$ cat config.mk
export PLATFORM = sky130hd
export DESIGN_NAME = vx_raster_tile_writer
export DESIGN_NICKNAME = d
export VERILOG_FILES = /design/src/rtl/vx_raster_tile_writer.sv
export SDC_FILE = /design/constraint.sdc
export NUM_CORES = 1
export LEC_CHECK = 0
export ABC_CLOCK_PERIOD_IN_PS = 10700
export CAP_MARGIN = 25
export CORE_AREA = 10 10 203 205
export CTS_BUF_LIST = sky130_fd_sc_hd__clkbuf_16
export DETAILED_ROUTE_END_ITERATION = 8
export DIE_AREA = 0 0 213 215
export PLACE_DENSITY = 0.69
export SYNTH_ARGS = -nofsm -noshare
export SYNTH_HDL_FRONTEND = slang
export SYNTH_SLANG_ARGS = --single-unit
$ cat constraint.sdc
create_clock -name clk -period 10.7 [get_ports clk]
set_input_delay 2.14 -clock clk [delete_from_list [all_inputs] [get_ports clk]]
set_output_delay 2.14 -clock clk [all_outputs]
set_load 0.1 [all_outputs]
$ cat src/rtl/vx_raster_tile_writer.sv
// vx_raster_tile_writer
//   Write side of the raster tile buffer. Takes a binned stream of (tile, pid)
//   entries and writes each tile's pids as a packed list starting at pbuf_addr.
//   After the list, it writes an 8-byte header at tbuf_addr + 8*i in the layout
//   the raster memory unit fetches:
//     word0 = {tile_y, tile_x}
//     word1 = {pids_count, pids_offset}
//     pids_offset = (list_start - (hdr_addr + 4)) >> 2
//
// Ports
//   clk, reset        clock; synchronous active-high reset
//   start             pulse in IDLE: latch tbuf_addr/pbuf_addr, begin a frame
//   tbuf_addr         tile header base (8-byte aligned)
//   pbuf_addr         pid list base (4-byte aligned)
//   in_*              binned entry stream (valid/ready, in_last closes a tile)
//   finish            level: end of frame, no more entries
//   mem_req_*         word write requests (valid/ready)
//   mem_rsp_*         write acks (one per request, any order); ready tied 1
//   busy              high whenever not IDLE
//   done              one-cycle pulse when the frame has fully drained
//   tile_count        tiles written this frame, held until the next start
//   err               sticky error flag, cleared by start
module vx_raster_tile_writer #(
  parameter int ADDR_WIDTH  = 32,
  parameter int PID_BITS    = 32,
  parameter int MAX_PENDING = 8
) (
  input  logic                  clk,
  input  logic                  reset,
  input  logic                  start,
  input  logic [ADDR_WIDTH-1:0] tbuf_addr,
  input  logic [ADDR_WIDTH-1:0] pbuf_addr,
  input  logic                  in_valid,
  input  logic [15:0]           in_tile_x,
  input  logic [15:0]           in_tile_y,
  input  logic [PID_BITS-1:0]   in_pid,
  input  logic                  in_last,
  output logic                  in_ready,
  input  logic                  finish,
  output logic                  mem_req_valid,
  output logic [ADDR_WIDTH-1:0] mem_req_addr,
  output logic [31:0]           mem_req_data,
  input  logic                  mem_req_ready,
  input  logic                  mem_rsp_valid,
  output logic                  mem_rsp_ready,
  output logic                  busy,
  output logic                  done,
  output logic [15:0]           tile_count,
  output logic                  err
);

  localparam int PW = $clog2(MAX_PENDING) + 1;
  localparam logic [PW:0] MAX_P = (PW + 1)'(MAX_PENDING);

  typedef enum logic [2:0] {IDLE, PIDS, HDR0, HDR1, FLUSH} state_t;

  state_t                state, state_next;
  logic [ADDR_WIDTH-1:0] hdr_addr, pid_ptr, list_start, offset_full;
  logic [15:0]           tile_x, tile_y, cnt;
  logic                  tile_open;
  logic [PW-1:0]         pending;
  logic [PW:0]           inflight;
  logic                  req_fire, ack_ok, can_issue;
  logic                  load_pid, load_h0, load_h1;
  logic                  xy_mismatch, offset_ovf;

  assign req_fire      = mem_req_valid && mem_req_ready;
  assign ack_ok        = mem_rsp_valid && (pending != '0);
  assign mem_rsp_ready = 1'b1;
  assign busy          = (state != IDLE);

  // A held request is counted as already outstanding, so loading a new one
  // can never push the fired-but-unacked count past MAX_PENDING.
  assign inflight  = {1'b0, pending} + {{PW{1'b0}}, mem_req_valid};
  assign can_issue = (!mem_req_valid || req_fire) && (inflight < MAX_P);

  assign offset_full = (list_start - (hdr_addr + ADDR_WIDTH'(4))) >> 2;
  assign offset_ovf  = |offset_full[ADDR_WIDTH-1:16];
  assign xy_mismatch = tile_open && ((in_tile_x != tile_x) || (in_tile_y != tile_y));

  always_ff @(posedge clk) begin
    if (reset) state <= IDLE;
    else       state <= state_next;
  end

  always_comb begin
    state_next = state;
    in_ready   = 1'b0;
    load_pid   = 1'b0;
    load_h0    = 1'b0;
    load_h1    = 1'b0;
    case (state)
      IDLE: begin
        if (start) state_next = PIDS;
      end
      PIDS: begin
        in_ready = can_issue;
        if (in_valid && can_issue) begin
          load_pid = 1'b1;
          if (in_last) state_next = HDR0;
        end else if (!tile_open && !in_valid && finish) begin
          // An open tile is always closed by its in_last before flushing.
          state_next = FLUSH;
        end
      end
      HDR0: begin
        if (can_issue) begin
          load_h0    = 1'b1;
          state_next = HDR1;
        end
      end
      HDR1: begin
        if (can_issue) begin
          load_h1    = 1'b1;
          state_next = PIDS;
        end
      end
      FLUSH: begin
        if (pending == '0 && !mem_req_valid) state_next = IDLE;
      end
      default: state_next = IDLE;
    endcase
  end

  always_ff @(posedge clk) begin
    if (reset) begin
      mem_req_valid <= 1'b0;
      mem_req_addr  <= '0;
      mem_req_data  <= '0;
      hdr_addr      <= '0;
      pid_ptr       <= '0;
      list_start    <= '0;
      tile_x        <= '0;
      tile_y        <= '0;
      cnt           <= '0;
      tile_open     <= 1'b0;
      pending       <= '0;
      tile_count    <= '0;
      err           <= 1'b0;
      done          <= 1'b0;
    end else begin
      done <= 1'b0;

      case ({req_fire, ack_ok})
        2'b10:   pending <= pending + PW'(1);
        2'b01:   pending <= pending - PW'(1);
        default: ;
      endcase
      if (mem_rsp_valid && pending == '0) err <= 1'b1;

      if (req_fire) mem_req_valid <= 1'b0;

      if (state == IDLE && start) begin
        hdr_addr   <= tbuf_addr;
        pid_ptr    <= pbuf_addr;
        tile_count <= '0;
        tile_open  <= 1'b0;
        cnt        <= '0;
        err        <= 1'b0;
      end

      if (load_pid) begin
        mem_req_valid <= 1'b1;
        mem_req_addr  <= pid_ptr;
        mem_req_data  <= 32'(in_pid);
        pid_ptr       <= pid_ptr + ADDR_WIDTH'(4);
        if (!tile_open) begin
          tile_x     <= in_tile_x;
          tile_y     <= in_tile_y;
          list_start <= pid_ptr;
          tile_open  <= 1'b1;
          cnt        <= 16'd1;
        end else begin
          // Mismatched entries are still appended to the open tile's list.
          if (xy_mismatch) err <= 1'b1;
          if (cnt == 16'hFFFF) err <= 1'b1;
          else                 cnt <= cnt + 16'd1;
        end
      end

      if (load_h0) begin
        mem_req_valid <= 1'b1;
        mem_req_addr  <= hdr_addr;
        mem_req_data  <= {tile_y, tile_x};
      end

      if (load_h1) begin
        mem_req_valid <= 1'b1;
        mem_req_addr  <= hdr_addr + ADDR_WIDTH'(4);
        mem_req_data  <= {cnt, offset_full[15:0]};
        hdr_addr      <= hdr_addr + ADDR_WIDTH'(8);
        tile_count    <= tile_count + 16'd1;
        tile_open     <= 1'b0;
        if (offset_ovf) err <= 1'b1;
        if (tile_count == 16'hFFFF) err <= 1'b1;
      end

      if (state == FLUSH && state_next == IDLE) done <= 1'b1;
    end
  end

endmodule

==> impl_results.md <==
* Synth top area share at 33.8%
* Synth Net Count at 2,065
* R2r endpoint: err
* Most frequent cells in the layout: 409 x nand2_1, 234 x dfxtp_1, 219 x clkdlybuf4s50_1
* Synthesized instance count at 1,897
* EDFF count, synth at 0
* Routed len/inst at 20.3 µm
* Via/cell ratio at 5.76
* Final #Nets at 2,184
* DIE AREA at 0.0458 mm²
* DP Cell Count at 2,461
* Grt ovf at 0
* LEAKAGE at 0.00594 µW
* Gp weighted congestion at 0.886
* Ys flop type: dfxtp_1
* CTS root buf: clkbuf_16
* Max_cap viols at 0
* Final setup viols at 0
* Mapped cell area at 0.0139 mm²
* Max incr delay on CP at 1.20 ns
* Max FO, Critical Path at 5
* Setup TNS at 0 ns
* Reg2Reg Launch Point: hdr_addr[4]
* Layout Area Growth over Synthesis at 23.8%
* RSZ-0062 raised after global routing: false
* Hold_buf cts at 0
* First-pass GRT wire length at 79,400 µm
* Initial core utilization at 37.4%
* Synthesis warning total at 0
* Share of flip-flops with an asynchronous set or reset at 0%
* Skew final at 0.0199 ns
* Yosys top cell by area: dfxtp_1
* Outcome: finished clean
* Critical Path Start: mem_req_ready
* Most common cell after layout, fill and taps aside: nand2_1
* Row count at 71
* Arrival @ worst endpoint at 4.81 ns
* WHS Path Cells at 2
* IO Port Bufs at 220
* Yosys reg bits at 235
* Worst skew pair latency at 0.56 ns
* Clock sinks at 235
* Worst Path Required at 8.56 ns
* Mean Syn Cell Area at 7.34 µm²
* Post-synth cell types at 76
* Vias in the first global route at 13,515
* GRT Resource Usage Total at 21.4%
* # DRC at 0
* Share of cells above drive strength 1 at 4.17%
* Detailed Route WL at 51,000 µm
* CP Capture Type: output pin
* Io pins at 222
* Postcts setup bufs at 0
* Worst-Margin Slew at 1.08 ns
* Delay-heaviest family, CP: buffers and inverters
* Crit path kind: in -> out
* Layout fillers at 3,681
* Worst min path class: reg -> reg
* FMAX at 0.144 GHz
* Post-route non-filler standard cell count at 2,516
* Final Max Tran Viols at 0
* Crit-path cells: clkdlybuf4s50_1 > nand2_1 > a21oi_1 > nand2_1 > nor3_1 > clkdlybuf4s50_1
* Largest net degree at the start of global routing at 89
* Final period util at 65.0%
* Worst path buffer plus inverter count at 2
* CTS clk-pin slew, worst paths at 0.06 ns
* Worst VDD drop at 0.135 mV
* Fin crit period at 6.95 ns
* Post_cts resized at 0
* Synth area leaders: dfxtp_1 34%, nand2_1 11%, a21oi_1 7.0%
* Detailed placer's ending HPWL at 36,500 µm
* DR iter-0 viols at 1,477
* Critical Path Start Type: input port
* FF-to-FF setup slack at 5.31 ns
* Hold_sp: list_start[0]
* WHS Endpoint: list_start[0]
* Final ANT Viol Nets at 0
* CORE AREA at 0.0372 mm²
* # H-tree levels at 1
* PD cells at 152 mW/mm²
* Die span in x at 213 µm
* Die Y at 215 µm
* CTS tree: yes
* Seq/Total Area, Yosys at 33.8%
* Num CTS Buffers at 27
* Initial antenna violation count at 5
* Slowest library cell on the worst path: clkdlybuf4s50_1
* Via count at 14,499
* Final Hold Violating Endpoints at 0
* DRT Pass-1 Iters at 6
* Max_slew headroom at 28.1%
* R2R depth at 19
* CTS max path bufs at 3
-- how the worst max path moves through the flow --
stage / endpoint / cells past startpoint
after floorplan: in_ready / 4
after global placement: in_ready / 6
after detailed placement: in_ready / 6
after CTS: in_ready / 6
after global routing: in_ready / 6
final: in_ready / 6
-- through the flow --
stage / area (µm²) / hold WS, ns / setup WS, ns / utilization (%) / power, µW
after floorplan: 13900 / 0.431 / 3.92 / - / 1440
after CTS: 17200 / 0.453 / 3.75 / 46.3 / 2640
after global placement: 16300 / 0.438 / 3.79 / 43.7 / 1640
after detailed placement: 16300 / 0.445 / 3.76 / 43.8 / 1650
final: 17200 / 0.454 / 3.75 / 46.3 / 2630
after global routing: 17200 / 0.481 / 3.60 / 46.3 / 2730
-- layer usage --
| metal | vias to the layer above | wire length, µm | track usage, % |
|---|---|---|---|
| met1 | 6902 | 22100 | 28.6 |
| met5 | - | 0 | 0 |
| met4 | 0 | 1180 | 6.45 |
| li1 | 6969 | - | - |
| met2 | 565 | 23700 | 33.9 |
| met3 | 63 | 4090 | 4.28 |
-- power breakdown --
part	switching [µW]	internal (µW)	leakage (µW)	total, µW
Combinational	432	212	0.00358	644
Sequential	67.1	926	0.00191	993
Clock	407	584	0.000448	991
-- worst register-to-register path, stage by stage (launching register included) --
cell       delay, ns
dfxtp_1         0.55
ha_1            0.39
nand3_1         0.23
nor2_1          0.35
and4_1          0.48
nand3_1         0.23
nor2_1          0.25
nand2_1         0.11
xor2_1          0.29
ha_1            0.39
a21oi_1         0.17
o22ai_1         0.10
a2111oi_0       0.38
o311ai_0        0.23
nor4_1          0.24
o211ai_1        0.13
nor3_1          0.19
nand4_1         0.11
nor4_1          0.28
a31oi_1         0.15
-- registers in the layout (all words and copies together) (netlist names), 16 cells and up --
register and cells:
hdr_addr 32, tile_count 16, tile_y 16, mem_req_data 32, tile_x 16, pid_ptr 32
cnt 16, mem_req_addr 32, list_start 32
-- synthesized netlist by cell type, types with 20 or more instances --
library cell,instances
xor2_1,72
a311oi_1,69
nand3_1,55
xnor2_1,45
ha_1,31
nand4_1,31
o21ai_0,60
clkbuf_1,122
a21oi_1,196
nor3_1,50
dfxtp_1,235
nor2b_1,27
nand2_1,410
nor2_1,166
inv_1,21
or3_1,20
a211oi_1,36
nor4_1,26
-- logic make-up (layout without fill, tap and decap cells) --
family / count (synthesis) / after routing / share of synthesized area (%)
AND/OR/NAND/NOR: 855 / 855 / 27.8
AO/OA/AOI/OAI: 476 / 476 / 22.0
flip-flops: 235 / 235 / 33.8
buffers and inverters: 167 / 307 / 4.83
XOR/XNOR: 120 / 120 / 7.81
adder cells (fa/ha/maj): 35 / 35 / 3.14
multiplexers: 8 / 8 / 0.584
other: 1 / 6 / 0.0269
-- area by class of cell --
type                            instances  area (µm²)  area share [%]
Antenna cell                            5        12.5          0.0726
Tap cell                              474         593            3.44
Multi-Input combinational cell       1495        8590            49.8
Clock inverter                         23         263            1.52
Clock buffer                           27         676            3.92
Sequential cell                       235        4710            27.3
Timing Repair Buffer                  235        2320            13.5
Inverter                               22        82.6           0.479
No activity file was read; power rests on OpenSTA's default activity.
